<file path="config.mk">
export PLATFORM = sky130hd
export DESIGN_NAME = grid_load_sequencer
export DESIGN_NICKNAME = d
export VERILOG_FILES = /design/src/rtl/grid_load_sequencer.sv
export SDC_FILE = /design/constraint.sdc
export NUM_CORES = 1
export LEC_CHECK = 0
export CAP_MARGIN = 20
export CORE_MARGIN = 5
export CORE_UTILIZATION = 30
export DETAILED_ROUTE_END_ITERATION = 6
export GPL_ROUTABILITY_DRIVEN = 0
export PLACE_DENSITY = 0.51
export SYNTH_ARGS = -nofsm -noshare
export SYNTH_HDL_FRONTEND = slang
export SYNTH_SLANG_ARGS = --single-unit
</file>
<file path="constraint.sdc">
create_clock -name clk -period 2 [get_ports clk]
set_input_delay 0.2 -clock clk [delete_from_list [all_inputs] [get_ports clk]]
set_output_delay 0.2 -clock clk [all_outputs]
set_load 0.05 [all_outputs]
</file>
<file path="src/rtl/grid_load_sequencer.sv">
// grid_load_sequencer: shifts one row word MSB-first into system_memory_v2,
// then drives run_mode for gen_count unstalled cycles and pulses done.
module grid_load_sequencer #(
    parameter int DATA_SIZE = 5,
    parameter int GEN_WIDTH = 8
) (
    input  logic                 clk,
    input  logic                 reset,
    input  logic [DATA_SIZE-1:0] word_in,
    input  logic [GEN_WIDTH-1:0] gen_count,
    input  logic                 word_valid,
    output logic                 word_ready,
    input  logic                 hold,
    output logic                 serial_out,
    output logic                 load_mode,
    output logic                 run_mode,
    output logic                 busy,
    output logic                 done
);
    localparam int BW = $clog2(DATA_SIZE);

    typedef enum logic [1:0] {IDLE, LOAD, RUN, DONE} state_t;

    state_t               state_q, state_d;
    logic [DATA_SIZE-1:0] shift_q, shift_d;
    logic [BW-1:0]        bit_q, bit_d;
    logic [GEN_WIDTH-1:0] gen_q, gen_d;

    always_ff @(posedge clk or negedge reset) begin
        if (!reset) begin
            state_q <= IDLE;
            shift_q <= '0;
            bit_q   <= '0;
            gen_q   <= '0;
        end else begin
            state_q <= state_d;
            shift_q <= shift_d;
            bit_q   <= bit_d;
            gen_q   <= gen_d;
        end
    end

    always_comb begin
        state_d = state_q;
        shift_d = shift_q;
        bit_d   = bit_q;
        gen_d   = gen_q;
        case (state_q)
            IDLE: if (word_valid) begin
                shift_d = word_in;
                gen_d   = gen_count;
                bit_d   = '0;
                state_d = LOAD;
            end
            LOAD: if (!hold) begin
                shift_d = {shift_q[DATA_SIZE-2:0], 1'b0};
                bit_d   = bit_q + 1'b1;
                if (bit_q == BW'(DATA_SIZE - 1))
                    state_d = (gen_q != '0) ? RUN : DONE;
            end
            RUN: if (!hold) begin
                gen_d = gen_q - 1'b1;
                if (gen_q == GEN_WIDTH'(1))
                    state_d = DONE;
            end
            default: state_d = IDLE;
        endcase
    end

    // hold is the only input allowed to reach the mode outputs combinationally
    assign word_ready = reset && (state_q == IDLE);
    assign busy       = state_q != IDLE;
    assign done       = state_q == DONE;
    assign load_mode  = (state_q == LOAD) && !hold;
    assign run_mode   = (state_q == RUN) && !hold;
    assign serial_out = (state_q == LOAD) && shift_q[DATA_SIZE-1];
endmodule
</file>
* Yosys cells after proc, flatten, opt, wreduce, memory -nomap -nowiden *
Index checks and enable logic that the tools add are counted.
W data, S select, Z words.

storage, ports and cells
  register bits = 18
  output and inout port bits = 6
  logic and storage cells = 45
  input bits = 17

cells by class
  reduce and logical (&&, ||, !) cells = 13
  multiplexer cells = 16
  $add $sub $neg = 2
  equality and inequality tests = 10

operators with widths
  cell                   count
  $mux W8                2
  $pmux W8 S2            1
  $mux W2                5
  $mux W5                2
  $ne A2 B2 Y1 const B   5
  $pmux W5 S2            1
  $eq A8 B1 Y1 const B   1
  $reduce_bool A8 Y1     1
  $sub A8 B1 Y8 const B  1
  $mux W3                2
  $pmux W2 S3            1
  $pmux W3 S2            1
  $reduce_and A3 Y1      2
  $reduce_bool A2 Y1     3
  $reduce_and A5 Y1      1
  $eq A2 B2 Y1 const B   2
  $logic_and A1 B1 Y1    4
  $add A3 B1 Y3 const B  1
  $eq A3 B3 Y1 const B   1
  $eq A2 B1 Y1 const B   1
  $logic_not A2 Y1       1
  $logic_not A1 Y1       1
  $mux W1                1

* Depth between registers and ports, before layout *
  word-level depth = 5
  gate-level depth with buffers = 8
  depth with buffers taken out = 6

* Worst setup path after synthesis *
OpenSTA, ideal clock, no wires.

  path type = flip-flop to output port
  from = register state_q[0]
  to = output run_mode
  setup slack = -0.259 ns
  stages on the path, launching flop included = 6
  arrival time = 2.059 ns
  path buffers = 2
  data required time = 1.800 ns
  path through = dfrtp_1 -> inv_1 -> ha_1 -> buf_1 -> clkbuf_1 -> nor2b_1

on the way
  cells in the longest elaborated chain, start to end = 2

RTL lines
  element                 line  RTL
  start, declared         24    state_t state_q, state_d;
  start signal, assigned  36    state_q <= state_d;
  $eq A2 B2 Y1            75    assign run_mode = (state_q == RUN) && !hold;
  $logic_and A1 B1 Y1     75
  end, declared           16    output logic run_mode,

Every way passes these cells.

* Worst setup path after layout *
  from = register state_q[0]
  to = output done

on the way
  cells in the longest elaborated chain, start to end = 1

RTL lines
  element        line  RTL
  $eq A2 B2 Y1   73    assign done = state_q == DONE;
  end, declared  18    output logic done

Every way passes these cells.

==> impl_metrics.json <==
{
  "status": "completed",
  "cts_sinks": 18,
  "grt_remaining_overflow": 0,
  "async_flop_share_pct": 100,
  "final_area_um2": 1600,
  "cp-start-kind": "flop",
  "start_util_pct": 30.7,
  "path_class": "flop to output pin",
  "worst_setup_path_end_kind": "output pin",
  "drc": 0,
  "p_leak_nw": 0.686,
  "p_sw_share_pct": 45.6,
  "synth_top_area_cell": "dfrtp_1",
  "power_density_nw_per_um2": 1550,
  "ios": 23,
  "grt.total_usage_pct": 11.9,
  "clk_pin_slew_ns": 0.07,
  "syn-cell-area_um2": 1210,
  "grt_pass1_vias": 1076,
  "tightest_slew_ns": 0.518,
  "place_area_um2": 1560,
  "setup_viol": 0,
  "synth_common_cells": "dfrtp_1, nand2_1, o21ai_0",
  "maxCapViolCount": 0,
  "area_delta_synth_final_pct": 32.3,
  "p_int_mw": 1.35,
  "post_synth.cell_area_avg_um2": 8.82,
  "grt_max_degree": 19,
  "drt-initial-drc-count": 48,
  "cts_tree": "done",
  "ff2ff_path_depth": 5,
  "yosys_warnings": 0,
  "synth_nets": 164,
  "io_buffers": 22,
  "crit_chain": "ha_1, clkdlybuf4s50_1",
  "yosysSeqAreaShare_pct": 37.3,
  "cts_buffer_depth": 2,
  "max_freq_mhz": 540,
  "wl_per_cell_um": 13.5,
  "critical_path.max_fanout": 5,
  "yosysTopAreaCellShare_pct": 37.3,
  "h-tree-depth": 1,
  "fin_crit_ns": 1.85,
  "insertion_delay_ns": 0.25,
  "rsz0062_at_grt": "no",
  "rr_endpoint": "gen_q[7]",
  "irDropWorstVdd_uv": 749,
  "critPathArrivalTime_ns": 1.65,
  "r2r-start": "state_q[0]",
  "synth.most_common_cell": "dfrtp_1",
  "worst-path-buf-inv": 1,
  "hold_violations": 0,
  "ant_nets": 0,
  "switchingPower_mw": 1.13,
  "reg2reg_setup_slack_ns": 0.16,
  "vias": 1045,
  "fin_crit_sh_pct": 92.5,
  "dr.pass1.iters": 4,
  "max_stage_delay_ns": 0.80,
  "wl_mm": 2.87,
  "slew_violations": 0,
  "viasPerCell": 4.93,
  "cp.required_ns": 1.80,
  "coreArea_um2": 3940,
  "n_antenna_cell": 0,
  "pwr-share-clk_pct": 10.0,
  "combPwrFrac_pct": 61.2,
  "hpwl_mm": 2.21,
  "antenna_found_initial": 0,
  "numCtsBuffers": 3,
  "cts_root_buffer": "clkbuf_8",
  "final.setup.tns_ns": 0,
  "die-area_um2": 5400,
  "power_mw": 2.48,
  "seqPwrFrac_pct": 28.8,
  "holdWs_ns": 0.358,
  "die_w_um": 73.5,
  "fp.dieH_um": 73.5,
  "hold_path_class": "input port to async pin",
  "n_fill_cell": 385,
  "cp_slowest_cell": "clkdlybuf4s50_1",
  "drive_gt1_share_pct": 11.1,
  "skew_ns": 0.00346,
  "synth_cell_types": 37,
  "grt_pass1_wl_mm": 4.97,
  "slew_headroom_pct": 65.1,
  "synthFlopType": "dfrtp_1",
  "nNetsFinal": 191,
  "cpLargestDelayFamily": "buffers and inverters",
  "synthCells": 137,
  "rows": 23,
  "ys_seq_elements": 18,
  "synth_edf_count": 0,
  "synthTopCellsByArea": "dfrtp_1, ha_1, mux2i_1, o21ai_0, nand2_1",
  "cts_hold_buffers": 0
}
through the flow:
stage | instances | worst slack (ns) | util, %
after global routing | 212 | 0.00600 | 40.6
final | 212 | 0.149 | 40.6
after CTS | 212 | 0.0885 | 40.5
after global placement | 209 | 0.193 | 39.5
after detailed placement | 209 | 0.0959 | 39.5
after floorplan | 137 | 0.0495 | -
layout make-up:
type	instances	area, um^2	area share [%]
multi-input cells	102	701	43.8
flip-flops and latches	18	450	28.2
repair buffers	28	303	18.9
well taps	50	62.6	3.91
clock buffers	3	41.3	2.58
inverters	11	41.3	2.58
cells in the final DEF, fill, tap and decap left out, types with 7 or more instances in the layout:
master / netlist / final
dfrtp_1: 18 / 18
nand2_1: 17 / 17
clkdlybuf4s50_1: 0 / 17
o21ai_0: 13 / 13
inv_1: 11 / 11
ha_1: 10 / 10
a21oi_1: 8 / 8
mux2i_1: 8 / 8
nor2_1: 7 / 7
buf_4: 0 / 7
cell families (layout without fill, tap and decap cells):
group	count (synthesis)	count (layout)	synth area share (%)
mux	10	10	8.49
buf+inv	17	42	5.49
compound gates	38	38	20.6
fa+ha+maj	10	10	10.4
simple gates	44	44	17.8
flops	18	18	37.3
worst max path at each step:
stage	start	to	cells past startpoint
finish	state_q[0]	done	2
global route	state_q[0]	gen_q[7]	5
CTS	state_q[0]	gen_q[7]	6
detailed placement	state_q[0]	gen_q[7]	6
global placement	state_q[0]	state_q[0]	6
floorplan	state_q[1]	bit_q[0]	6
power groups by stage:
stage,Combinational (mW),Sequential (mW),Clock [mW]
floorplan,1.09,0.672,0
global placement,1.50,0.707,0
detailed placement,1.53,0.717,0
CTS,1.53,0.713,0.263
global route,1.69,0.744,0.281
finish,1.51,0.713,0.249
metal layers:
metal	part of all wire, %	wire length (um)	GRT usage, %	vias to the layer above
met5	0	0	0	-
li1	-	-	-	531
met4	0.59	17	4.23	0
met1	48	1370	16.0	494
met2	48	1370	18.4	18
met3	4.1	118	3.01	2
flip-flops by register name (all words and copies together) (netlist names):
| name | cells |
|---|---|
| state_q | 2 |
| gen_q | 8 |
| bit_q | 3 |
| shift_q | 5 |
timing repair:
item,CTS,global route
endpoints found under the setup margin,0,1
buffers inserted,0,0
gates resized for setup,0,1
No activity file was read; power rests on OpenSTA's default activity.
